===== src/rtl/serial_frame_rx.sv =====
// -----------------------------------------------------------------------------
// serial_frame_rx
//   Receives start-bit framed serial words (MSB first, idle level 1) sampled
//   on bit_valid strobes, and presents each completed word through a single
//   holding register with a valid/ready handshake.
//
//   Frame: start(0), WIDTH data bits MSB first, [even parity bit], stop(1).
//
// Optional feature:
//   SERIAL_FRAME_RX_PARITY_CHECK_EN - when defined, one even-parity bit is
//   expected between the data bits and the stop bit. A mismatching frame is
//   discarded and flagged on parity_err after its stop bit is sampled. When
//   undefined, parity_err is constantly 0.
//
// Ports:
//   clk        in   rising-edge clock
//   rst        in   synchronous active-high reset
//   bit_valid  in   serial_in is sampled only when 1
//   serial_in  in   serial bit stream
//   out_ready  in   consumer accepts out_data this cycle
//   out_data   out  last received word (WIDTH bits)
//   out_valid  out  out_data holds an unconsumed word
//   frame_err  out  one-cycle pulse: stop bit sampled as 0
//   overrun    out  one-cycle pulse: completed word dropped, holding reg full
//   parity_err out  one-cycle pulse: parity mismatch
// -----------------------------------------------------------------------------
module serial_frame_rx #(
  parameter int WIDTH = 8
) (
  input  logic             clk,
  input  logic             rst,
  input  logic             bit_valid,
  input  logic             serial_in,
  input  logic             out_ready,
  output logic [WIDTH-1:0] out_data,
  output logic             out_valid,
  output logic             frame_err,
  output logic             overrun,
  output logic             parity_err
);

  // Counter must be able to hold WIDTH itself (value after the last bit).
  localparam int CNT_W = $clog2(WIDTH + 1);
  localparam logic [CNT_W-1:0] LAST_BIT = CNT_W'(WIDTH - 1);

  typedef enum logic [1:0] {
    S_IDLE   = 2'd0,
    S_DATA   = 2'd1,
`ifdef SERIAL_FRAME_RX_PARITY_CHECK_EN
    S_PARITY = 2'd2,
`endif
    S_STOP   = 2'd3
  } state_t;

`ifdef SERIAL_FRAME_RX_PARITY_CHECK_EN
  // Even parity: data ones plus parity bit must be even; returns 1 on mismatch.
  function automatic logic parity_mismatch(input logic [WIDTH-1:0] data,
                                           input logic            pbit);
    return (^data) ^ pbit;
  endfunction
`endif

  state_t           r_state;
  logic [CNT_W-1:0] r_cnt;
  logic [WIDTH-1:0] r_shift;
  logic [WIDTH-1:0] r_out_data;
  logic             r_out_valid;
  logic             r_frame_err;
  logic             r_overrun;
`ifdef SERIAL_FRAME_RX_PARITY_CHECK_EN
  logic             r_par_bad;
  logic             r_parity_err;
`endif

  logic w_stop_ok;
  logic w_deliver;
  logic w_take;

  // A good stop bit completes the frame; a parity-failed frame is not delivered.
  assign w_stop_ok = (r_state == S_STOP) && bit_valid && serial_in;
`ifdef SERIAL_FRAME_RX_PARITY_CHECK_EN
  assign w_deliver = w_stop_ok && !r_par_bad;
`else
  assign w_deliver = w_stop_ok;
`endif
  assign w_take = r_out_valid && out_ready;

  // Frame FSM, shift register and holding register with registered pulses.
  always_ff @(posedge clk) begin
    if (rst) begin
      r_state     <= S_IDLE;
      r_cnt       <= {CNT_W{1'b0}};
      r_shift     <= {WIDTH{1'b0}};
      r_out_data  <= {WIDTH{1'b0}};
      r_out_valid <= 1'b0;
      r_frame_err <= 1'b0;
      r_overrun   <= 1'b0;
`ifdef SERIAL_FRAME_RX_PARITY_CHECK_EN
      r_par_bad    <= 1'b0;
      r_parity_err <= 1'b0;
`endif
    end else begin
      r_frame_err <= 1'b0;
      r_overrun   <= 1'b0;
`ifdef SERIAL_FRAME_RX_PARITY_CHECK_EN
      r_parity_err <= 1'b0;
`endif

      // Holding register: a completion coinciding with a handshake replaces
      // the consumed word; only a full, unconsumed register drops the new one.
      if (w_deliver) begin
        if (r_out_valid && !out_ready) begin
          r_overrun <= 1'b1;
        end else begin
          r_out_data  <= r_shift;
          r_out_valid <= 1'b1;
        end
      end else if (w_take) begin
        r_out_valid <= 1'b0;
      end

      case (r_state)
        S_IDLE: begin
          if (bit_valid && !serial_in) begin
            r_state <= S_DATA;
            r_cnt   <= {CNT_W{1'b0}};
`ifdef SERIAL_FRAME_RX_PARITY_CHECK_EN
            r_par_bad <= 1'b0;
`endif
          end
        end
        S_DATA: begin
          if (bit_valid) begin
            r_shift <= {r_shift[WIDTH-2:0], serial_in};
            r_cnt   <= r_cnt + CNT_W'(1);
            if (r_cnt == LAST_BIT) begin
`ifdef SERIAL_FRAME_RX_PARITY_CHECK_EN
              r_state <= S_PARITY;
`else
              r_state <= S_STOP;
`endif
            end
          end
        end
`ifdef SERIAL_FRAME_RX_PARITY_CHECK_EN
        S_PARITY: begin
          if (bit_valid) begin
            r_par_bad <= parity_mismatch(r_shift, serial_in);
            r_state   <= S_STOP;
          end
        end
`endif
        S_STOP: begin
          if (bit_valid) begin
            // A bad stop bit is reported as frame_err only, even when the
            // parity was also wrong.
            if (serial_in) begin
`ifdef SERIAL_FRAME_RX_PARITY_CHECK_EN
              if (r_par_bad) begin
                r_parity_err <= 1'b1;
              end
`endif
            end else begin
              r_frame_err <= 1'b1;
            end
            r_state <= S_IDLE;
          end
        end
        default: begin
          r_state <= S_IDLE;
        end
      endcase
    end
  end

  assign out_data  = r_out_data;
  assign out_valid = r_out_valid;
  assign frame_err = r_frame_err;
  assign overrun   = r_overrun;
`ifdef SERIAL_FRAME_RX_PARITY_CHECK_EN
  assign parity_err = r_parity_err;
`else
  assign parity_err = 1'b0;
`endif

endmodule


===== config.mk =====
export PLATFORM = sky130hd
export DESIGN_NAME = serial_frame_rx
export DESIGN_NICKNAME = d
export VERILOG_FILES = /design/src/rtl/serial_frame_rx.sv
export SDC_FILE = /design/constraint.sdc
export NUM_CORES = 1
export LEC_CHECK = 0
export BUFFER_PORTS_ARGS = -buffer_cell sky130_fd_sc_hd__buf_4
export CAP_MARGIN = 0
export CORE_MARGIN = 10
export CORE_UTILIZATION = 57
export CTS_CLUSTER_SIZE = 24
export DETAILED_ROUTE_END_ITERATION = 8
export PLACE_DENSITY_LB_ADDON = 0.15
export SETUP_SLACK_MARGIN = 0.3
export SLEW_MARGIN = 25
export SYNTH_ARGS = -nofsm -noshare
export SYNTH_HDL_FRONTEND = slang
export SYNTH_SLANG_ARGS = --single-unit

===== constraint.sdc =====
create_clock -name clk -period 3.2 [get_ports clk]
set_clock_uncertainty 0.2 [all_clocks]
set_input_delay 0.8 -clock clk [delete_from_list [all_inputs] [get_ports clk]]
set_output_delay 0.8 -clock clk [all_outputs]
set_load 0.02 [all_outputs]

# Word level (Yosys, flattened, before mapping)
# Cells that the tools add are included.
# Widths: inputs -> output; s select.
dict set report totals {
  wordCells 50
  latch_bits 0
  register_bits 25
  rom_bits 0
  mem_count 0
  mem_bits_rw 0
  output_inout_bits 12
}
dict set report classes {
  n_addsub 1
  order_cmp 0
  n_shift 0
  div 0
  n_eq_ne 8
  bitwise_logic 4
  mul 0
  n_mux 13
  n_reduce_logical 17
}
# operator count
set op_table {}
lappend op_table {{$ne 2x2->1 const B} 5}
lappend op_table {{$mux 2} 4}
lappend op_table {{$mux 4} 2}
lappend op_table {{$pmux 4 s2} 1}
lappend op_table {{$pmux 2 s3} 1}
lappend op_table {{$reduce_and 2->1} 3}
lappend op_table {{$logic_and 1x1->1} 5}
lappend op_table {{$mux 1} 5}
lappend op_table {{$add 4x1->4 const B} 1}
lappend op_table {{$eq 4x3->1 const B} 1}
lappend op_table {{$not 1->1} 4}
lappend op_table {{$reduce_and 4->1} 1}
lappend op_table {{$reduce_bool 2->1} 2}
lappend op_table {{$reduce_and 3->1} 1}
lappend op_table {{$reduce_or 3->1} 1}
lappend op_table {{$eq 2x1->1 const B} 1}
lappend op_table {{$eq 2x2->1 const B} 1}
lappend op_table {{$logic_not 1->1} 2}
lappend op_table {{$logic_not 2->1} 1}
lappend op_table {{$reduce_or 2->1} 1}

# Logic depth before layout (Yosys ltp)
# Gate-level depths: netlist of run 1.
dict set report logic_depth {
  depth_word 5
  depth_mapped 5
}

# Least setup slack after synthesis of run 1
# OpenSTA, ideal clock, no wires.
dict set report synth_path {
  kind {input port to flip-flop}
  from {input bit_valid}
  to {register r_cnt[3]}
  arrival_ns 1.603
  path_stages 4
  required_time_ns 2.926
  slack_ns 1.323
  path_buffers 1
  cell_sequence {buf_2 nand2b_4 or4_1 a31oi_1}
}
dict set report synth_between {
  elab_chain_len 3
  elab_cells_between_ends 4
}
# item line_no
set synth_lines {}
lappend synth_lines {{start: declaration} 32} ;# input logic bit_valid,
lappend synth_lines {{$logic_and 1x1->1} 124} ;# if (bit_valid && !serial_in) begin
lappend synth_lines {{$ne 2x2->1 (no line)} n/a}
lappend synth_lines {{$reduce_and 3->1 (no line) *} n/a}
lappend synth_lines {{end signal: assignment} 92} ;# r_cnt <= {CNT_W{1'b0}};
lappend synth_lines {{end signal: assignment} 126} ;# r_cnt <= {CNT_W{1'b0}};
lappend synth_lines {{end signal: assignment} 135} ;# r_cnt <= r_cnt + CNT_W'(1);
lappend synth_lines {{end: declaration} 64} ;# logic [CNT_W-1:0] r_cnt;
# Mark *: on every way between the ends. The rest lies on a longest branch, timed or not.
# A chain may end at the register's enable or synchronous reset.

# Final worst setup path of run 1
dict set report layout_path {
  from {register r_out_data[0] (netlist: out_data[0])}
  to {output out_data[0]}
}
# item line_no
set layout_rtl {}
lappend layout_rtl {{start: declaration} 66} ;# logic [WIDTH-1:0] r_out_data;
lappend layout_rtl {{start signal: assignment} 94} ;# r_out_data <= {WIDTH{1'b0}};
lappend layout_rtl {{start signal: assignment} 115} ;# r_out_data <= r_shift;
lappend layout_rtl {{end: declaration} 35} ;# output logic [WIDTH-1:0] out_data,
# No word-level cell between the ends.

==> results of run 1 <==
-- Yosys cell counts --
cell type,instances
nand2b_1,19
nor3_1,3
buf_4,2
o21ai_0,5
nor2b_1,2
inv_2,1
o31a_1,1
buf_2,2
ha_1,1
a21oi_1,4
nand2b_4,1
nand3_1,3
or4_1,1
dfxtp_1,25
nor2_1,8
clkbuf_1,3
nand4b_1,1
a221oi_1,1
conb_1,1
mux2i_1,16
or2_0,1
nor4bb_1,1
a31oi_1,1
nand4_1,1
nand3b_1,1
nand2_1,1
and2b_2,1
-- cell usage in the layout (no fill, tap or decap), drive strengths merged, types with 2 or more instances in the layout --
cell / n
dfxtp: 25
nand2b: 20
mux2i: 16
buf: 16
nor2: 8
o21ai: 5
a21oi: 4
nand3: 3
nor3: 3
clkbuf: 3
nor2b: 2
-- through the flow --
step	total power [uW]	cell area (um2)	utilization	hold slack (ns)	worst slack, ns
floorplan	343	1050	-	0.252	1.32
CTS	486	1190	0.683	0.286	1.37
global route	498	1190	0.683	0.323	1.33
detailed placement	350	1160	0.667	0.261	1.15
finish	481	1190	0.683	0.283	1.38
global placement	349	1160	0.667	0.259	1.16
-- final timing paths --
path / from / end / cells past startpoint
hold / removal: out_data[4] / out_data[4] / 2
setup / recovery: out_data[0] / out_data[0] / 1
setup reg to reg: r_state[0] / r_cnt[0] / 3
hold reg to reg: out_data[4] / out_data[4] / 2
-- power breakdown --
group	internal [uW]	switching, uW	total (uW)	leakage (uW)
sequential	313	3.06	316	0.000202
combinational	12.1	14.5	26.6	0.000260
clock	46.8	91.3	138	0.0000177
-- cell families after synthesis --
kind of cell / count (synthesis)
simple gates: 44
fa+ha+maj: 1
compound gates: 12
mux: 16
other cells: 1
flops: 25
buf+inv: 8
-- state kept, by name, summed over array words and instances, names as in the netlist --
name	cells
out_data	8
r_shift	8
r_cnt	4
r_state	2
frame_err	1
out_valid	1
overrun	1
-- per-layer routing --
| layer | wire length [um] | vias up |
|---|---|---|
| li1 | - | 387 |
| met1 | 899 | 344 |
| met2 | 725 | 15 |
| met3 | 117 | 2 |
| met4 | 8 | 0 |
| met5 | 0 | - |
-- area by class of cell --
cell class                 count  area share
clock inverter                 1     0.00420
sequential                    25       0.420
inverter                       1     0.00315
multi-input combinational     74       0.427
tap                           25      0.0262
timing repair buffer          16       0.101
clock buffer                   3      0.0189
==> flow_summary.json, run 1 <==
{
  "status": "completed",
  "cp.required_ns": 2.20,
  "drt_iter0_drc": 16,
  "synth.cell_area_um2": 1050,
  "syn_inst": 107,
  "syn-num-nets": 113,
  "cts.path.max_buffers": 2,
  "grt_pass1_wl_um": 3020,
  "synth-xor-area-share": 0,
  "grt_max_degree": 34,
  "critPathBufInv": 1,
  "instances_no_fill": 145,
  "power.density_nw_per_um2": 403,
  "antenna_found_initial": 0,
  "hold_violations": 0,
  "area_delta_synth_final_pct": 13.6,
  "numPortBuffers": 15,
  "rsz0062_at_grt": "false",
  "synth_top_area_cell": "dfxtp_1",
  "numCtsBuffers": 3,
  "drv_slew": 0,
  "critPathSlowestCell": "dfxtp_1",
  "num_io_pins": 17,
  "track_usage": 0.0880,
  "synth_top_family_by_area": "simple AND/OR/NAND/NOR gates",
  "grt-ovfl-total": 0,
  "wl_per_cell_um": 12.1,
  "grt_pass1_vias": 718,
  "busiest_layer": "met2",
  "htree_levels": 1,
  "nFillCells": 148,
  "use_met2": 0.135,
  "ys_seq_elements": 25,
  "post_cts_buffers": 0,
  "clock-sinks": 25,
  "yosys.area_share.adder": 0.0119,
  "path_delay_family": "flip-flops",
  "synth_top_area_frac": 0.477,
  "power_leakage_uw": 0.000479,
  "crit_path_end_kind": "primary output",
  "yosysSeqAreaShare": 0.477,
  "drive_gt1_frac": 0.192,
  "dp_cells": 141,
  "use_met3": 0.0394,
  "met1_usage": 0.108,
  "synth_area_per_cell_um2": 9.81,
  "clk_latency_ns": 0.31,
  "place_congestion": 0.697,
  "cp_max_fo": 2,
  "dp_hpwl_um": 1210,
  "nets": 127,
  "cts_resized": 0,
  "setup_viol": 0,
  "root_buffer": "clkbuf_4",
  "cpPeakStageDelay_ns": 0.36,
  "drv_cap": 0,
  "die_w_um": 62.9,
  "netlist_top_cells_area": "dfxtp_1, mux2i_1, nand2b_1",
  "worstHoldPathType": "reg2reg",
  "vias": 748,
  "drc_errors": 0,
  "max-vdd-ir-drop_uv": 280,
  "antenna_cells": 0,
  "cp-start-kind": "register",
  "cts_tree": "yes",
  "yosys.area_share.simple": 0.251,
  "worst_slew_margin_rel": 0.658,
  "max_freq_ghz": 0.548,
  "cts.hold.buffers_added": 0,
  "cp_cell_sequence": "buf_4",
  "synth_compound_area_frac": 0.0656,
  "ys_types": 27,
  "setup-tns-final_ns": 0,
  "firstDrtPassIters": 4,
  "ys.warnings.count": 0,
  "tightest_slew_ns": 0.511,
  "ant_nets": 0,
  "coreArea_um2": 1750,
  "synth_mux_area_frac": 0.153,
  "seqCellArea_um2": 500,
  "fin_crit_sh": 0.570,
  "initial_utilization": 0.601,
  "wirelength_um": 1750,
  "critical_path_class": "reg2out",
  "dieArea_um2": 3960,
  "multiInputGateArea_um2": 509,
  "r2r_slack_ns": 1.51,
  "critical_path_arrival_ns": 0.82,
  "clk_pin_slew_ns": 0.13,
  "chipHeight_um": 62.9,
  "post_drt_via_cell_ratio": 5.16,
  "min_period_ns": 1.82,
  "rows": 15
}
(Power assumes the default switching activity.)
==> run 2, diff against run 1 <==
--- a/config.mk
+++ b/config.mk
@@ -7,8 +7,9 @@
 export LEC_CHECK = 0
 export BUFFER_PORTS_ARGS = -buffer_cell sky130_fd_sc_hd__buf_4
 export CAP_MARGIN = 0
+export CORE_ASPECT_RATIO = 0.7
 export CORE_MARGIN = 10
-export CORE_UTILIZATION = 57
+export CORE_UTILIZATION = 48
 export CTS_CLUSTER_SIZE = 24
 export DETAILED_ROUTE_END_ITERATION = 8
 export PLACE_DENSITY_LB_ADDON = 0.15
==> constraint.sdc (replaced) <==
create_clock -name clk -period 1.46 [get_ports clk]
set_clock_uncertainty 0.2 [all_clocks]
set_input_delay 0.365 -clock clk [delete_from_list [all_inputs] [get_ports clk]]
set_output_delay 0.365 -clock clk [all_outputs]
set_load 0.02 [all_outputs]
==> flow_summary.json, run 2 (synthesized netlist as in run 1, its figures left out) <==
{
  "track_usage": 0.0892,
  "die_w_um": 75.9,
  "grt_pass1_wl_um": 3130,
  "cts.path.max_buffers": 2,
  "numPortBuffers": 15,
  "initial_utilization": 0.495,
  "grt-ovfl-total": 0,
  "seqCellArea_um2": 519,
  "area_delta_synth_final_pct": 31.9,
  "cp_max_fo": 6,
  "post_drt_via_cell_ratio": 4.82,
  "ant_nets": 0,
  "setup_ws_ns": 0.0914,
  "setup_viol": 0,
  "clock-sinks": 25,
  "vias": 786,
  "place_congestion": 0.841,
  "setup-tns-final_ns": 0,
  "rsz0062_at_grt": "true",
  "grt_max_degree": 34,
  "dp_hpwl_um": 1410,
  "power.density_nw_per_um2": 766,
  "numCtsBuffers": 3,
  "htree_levels": 1,
  "root_buffer": "clkbuf_4",
  "cp-start-kind": "register",
  "max-vdd-ir-drop_uv": 557,
  "drt_iter0_drc": 48,
  "num_io_pins": 17,
  "wl_per_cell_um": 12.2,
  "instances_no_fill": 163,
  "crit_path_end_kind": "register",
  "cts.hold.buffers_added": 0,
  "firstDrtPassIters": 4,
  "regToRegStartpoint": "r_state[1]",
  "cp.required_ns": 1.51,
  "crit_start": "r_state[1]",
  "dp_cells": 154,
  "critical_path_class": "reg2reg",
  "hold_violations": 0,
  "mostFrequentLayoutCell": "nand2b_1",
  "clk_pin_slew_ns": 0.12,
  "cts_tree": "yes",
  "clk_latency_ns": 0.31,
  "nets": 138,
  "critical_path_arrival_ns": 1.42,
  "drive_gt1_frac": 0.389,
  "grt_pass1_vias": 666,
  "dpl_worst_slack_ns": 0.0438,
  "wirelength_um": 1980,
  "nFillCells": 186,
  "fin_util": 0.653,
  "multiInputGateArea_um2": 533,
  "chipHeight_um": 59.1,
  "coreArea_um2": 2120,
  "drv_cap": 0,
  "power_leakage_uw": 0.000547,
  "drv_slew": 0,
  "max_freq_ghz": 0.731,
  "drc_errors": 0,
  "fin_crit_sh": 0.937,
  "worstHoldPathType": "in2reg",
  "dieArea_um2": 4490,
  "final_cell_mix": "nand2b_1, buf_6, mux2i_1, dfxtp_2, buf_4",
  "antenna_found_initial": 0,
  "min_period_ns": 1.37,
  "status": "completed",
  "antenna_cells": 0,
  "hold_path.startpoint": "serial_in",
  "rows": 14
}
-- run 2: cell count changes in the layout (fill, tap and decap cells not counted), sizes merged --
cell    delta
clkinv     -1
buf       +11
clkbuf     +1
-- run 2: final timing paths --
kind	slack, ns	depth (start not counted)	to
max	0.09	3	r_cnt[3]
max reg2reg	0.09	3	r_cnt[3]
min reg2reg	0.29	2	out_data[7]
min	0.05	2	frame_err
-- run 2: report_power, final --
part	internal (uW)	switching, uW	total, uW
Sequential	687	4.79	692
Clock	107	186	293
Combinational	38.1	38.3	76.5
-- run 2: final cells by class --
type | count | share of cell area
timing repair buffer | 27 | 0.190
inverter | 1 | 0.00271
clock buffer | 4 | 0.0190
tap | 32 | 0.0289
multi-input combinational | 74 | 0.385
sequential | 25 | 0.375
-- run 2: repair_timing --
action,4_1_cts,5_1_grt
hold endpoints to repair,0,0
cloned,0,0
gates resized for setup,28,4
pin swaps,4,5
endpoints found under the setup margin,32,35
buffers inserted,4,1
-- run 2: through the flow --
stage,total power (uW),instance area [um2],hold WS (ns)
CTS,1080,1360,0.0323
detailed placement,776,1230,0.262
finish,1060,1390,0.0467
global route,1110,1390,0.0214
global placement,775,1230,0.260
floorplan,759,1080,0.243
-- run 2: routing by layer --
metal	vias up	routed length (um)	global-route usage
met5	-	0	0
met4	0	10	0.0237
met3	2	145	0.0469
met2	23	798	0.116
met1	353	1030	0.123
li1	408	-	-
-- run 2: critical path: stages, from the launching register on --
cell      delay, ns
dfxtp_2        0.36
nand2b_4       0.16
or4_1          0.47
a31oi_1        0.13
==> run 3, diff against run 2 <==
--- a/config.mk
+++ b/config.mk
@@ -5,6 +5,7 @@
 export SDC_FILE = /design/constraint.sdc
 export NUM_CORES = 1
 export LEC_CHECK = 0
+export ABC_AREA = 1
 export BUFFER_PORTS_ARGS = -buffer_cell sky130_fd_sc_hd__buf_4
 export CAP_MARGIN = 0
 export CORE_ASPECT_RATIO = 0.7
==> flow_summary.json, run 3 <==
{
  "root_buffer": "clkbuf_4",
  "area_delta_synth_final_pct": 46.4,
  "power_leakage_uw": 0.000591,
  "p_total_uw": 1140,
  "reg2reg_depth": 5,
  "ant_nets": 0,
  "ys_types": 21,
  "clockPowerShare": 0.273,
  "initial_utilization": 0.524,
  "hold_path_depth": 3,
  "cts.hold.buffers_added": 0,
  "grt_pass1_wl_um": 3910,
  "synth_common_cells": "nand2_1, dfxtp_1, nor2_1",
  "hold_path.startpoint": "serial_in",
  "netlist_top_cells_area": "dfxtp_1, nand2_1, nor2_1",
  "cp_cell_sequence": "buf_6",
  "numPortBuffers": 15,
  "internal_power_uw": 842,
  "max-vdd-ir-drop_uv": 684,
  "critical_path_class": "reg2out",
  "power.density_nw_per_um2": 772,
  "mostFrequentLayoutCell": "nand2_1",
  "final_cell_mix": "nand2_1, buf_6, nor2_1",
  "clock-sinks": 25,
  "synth_top_area_frac": 0.498,
  "max_freq_ghz": 0.717,
  "wl_per_cell_um": 14.0,
  "track_usage": 0.114,
  "setup_viol": 0,
  "grt_pass1_vias": 877,
  "crit_path_end_kind": "primary output",
  "cpPeakStageDelay_ns": 0.38,
  "post_drt_via_cell_ratio": 5.31,
  "drv_cap": 0,
  "cts.path.max_buffers": 2,
  "numCtsBuffers": 3,
  "hold_violations": 0,
  "rsz0062_at_grt": "true",
  "setup-tns-final_ns": 0,
  "nets": 163,
  "antenna_found_initial": 0,
  "firstDrtPassIters": 4,
  "drv_slew": 0,
  "rows": 13,
  "dieArea_um2": 4360,
  "clk_pin_slew_ns": 0.13,
  "synth_edf_count": 0,
  "fin_crit_sh": 0.955,
  "synth_top_area_cell": "dfxtp_1",
  "regToRegStartpoint": "r_state[0]",
  "pwr-share-comb": 0.115,
  "drt_iter0_drc": 55,
  "async_reset_ff_frac": 0,
  "grt-ovfl-total": 0,
  "path_delay_family": "flip-flops",
  "min_period_ns": 1.39,
  "vias": 946,
  "synth.cell_area_um2": 1010,
  "place_congestion": 0.837,
  "power.switching_uw": 294,
  "min_to": "r_shift[0]",
  "die_w_um": 74.7,
  "syn_inst": 131,
  "yosysSeqAreaShare": 0.498,
  "cp-start-kind": "register",
  "drive_gt1_frac": 0.583,
  "drc_errors": 0,
  "critical_path_arrival_ns": 0.83,
  "p_sw_frac": 0.259,
  "cts_tree": "yes",
  "ys_seq_elements": 25,
  "num_io_pins": 17,
  "cp_max_fo": 2,
  "status": "completed",
  "worstHoldPathType": "in2reg",
  "cp.required_ns": 0.89,
  "dp_hpwl_um": 1520,
  "clk_latency_ns": 0.32,
  "wirelength_um": 2490,
  "r2r_slack_ns": 0.14,
  "critPathSlowestCell": "dfxtp_2",
  "nFillCells": 144,
  "antenna_cells": 0,
  "p_seq_frac": 0.613,
  "ys.warnings.count": 0,
  "chipHeight_um": 58.3,
  "synth_area_per_cell_um2": 7.68,
  "yosysMostFrequentCell": "nand2_1",
  "ys.flop_type": "dfxtp_1",
  "syn-num-nets": 137,
  "worstReg2RegEnd": "r_shift[2]",
  "critPathBufInv": 1,
  "grt_max_degree": 15,
  "coreArea_um2": 1920,
  "htree_levels": 1
}
run 3: repair_timing:
item | 4_1_cts | 5_1_grt
setup buffers | 5 | 1
cloned | 2 | 0
setup endpoints to repair | 32 | 32
gates resized for setup | 63 | 26
pin swaps | 10 | 16
run 3: cell type report:
| class | instances | area, um2 | area share |
|---|---|---|---|
| multi-input cells | 93 | 598 | 0.406 |
| flip-flops and latches | 25 | 524 | 0.356 |
| repair buffers | 24 | 236 | 0.161 |
| inverters | 9 | 51.3 | 0.0348 |
| well taps | 22 | 27.5 | 0.0187 |
| clock buffers | 3 | 22.5 | 0.0153 |
| repair inverters | 1 | 7.51 | 0.00510 |
| clock inverters | 1 | 5.00 | 0.00340 |
run 3: worst max path at each step:
stage | start | cells past startpoint | end | slack [ns]
2_1_floorplan | r_state[0] | 5 | out_data[7] | 0.32
3_3_place_gp | bit_valid | 6 | out_data[3] | 0.15
3_5_place_dp | out_ready | 7 | out_data[0] | 0.13
4_1_cts | out_data[3] | 1 | out_data[3] | 0.09
5_1_grt | out_data[6] | 1 | out_data[6] | 0.04
6_report | out_data[6] | 1 | out_data[6] | 0.07
run 3: kinds of logic after synthesis:
group / after synthesis / synth area share
AOI/OAI and AO/OA: 24 / 0.127
and+or+nand+nor: 66 / 0.287
buffers and inverters: 14 / 0.0721
DFF: 25 / 0.498
adders and majority gates: 1 / 0.0124
other: 1 / 0.00373
run 3: through the flow:
stage               area, um2  setup slack, ns  hold slack (ns)   util  std cells
global placement         1140            0.146            0.252  0.593        166
global route             1470           0.0433            0.116  0.767        178
floorplan                1010            0.316            0.227      -        131
CTS                      1380           0.0865            0.106  0.718        177
finish                   1470           0.0663            0.118  0.767        178
detailed placement       1140            0.128            0.260  0.593        166
run 3: routing by layer:
layer / vias up / routed length [um] / GRT usage
met5: - / 0 / 0
met4: 0 / 35 / 0.0430
met3: 6 / 105 / 0.0419
met2: 19 / 1220 / 0.192
met1: 450 / 1130 / 0.128
li1: 471 / - / -
run 3: tightest hold or removal path, delay by kind of cell:
family | cells | cell delay, ns
AOI/OAI and AO/OA | 1 | 0.05
buffers and inverters | 1 | 0.13
and+or+nand+nor | 1 | 0.07
run 3: power groups by stage:
stage | clock [uW] | combinational (uW) | sequential [uW]
final | 310 | 130 | 696
after CTS | 318 | 108 | 695
after global placement | 0 | 75.4 | 711
after global routing | 341 | 143 | 697
after detailed placement | 0 | 75.9 | 712
after floorplan | 0 | 54.7 | 711
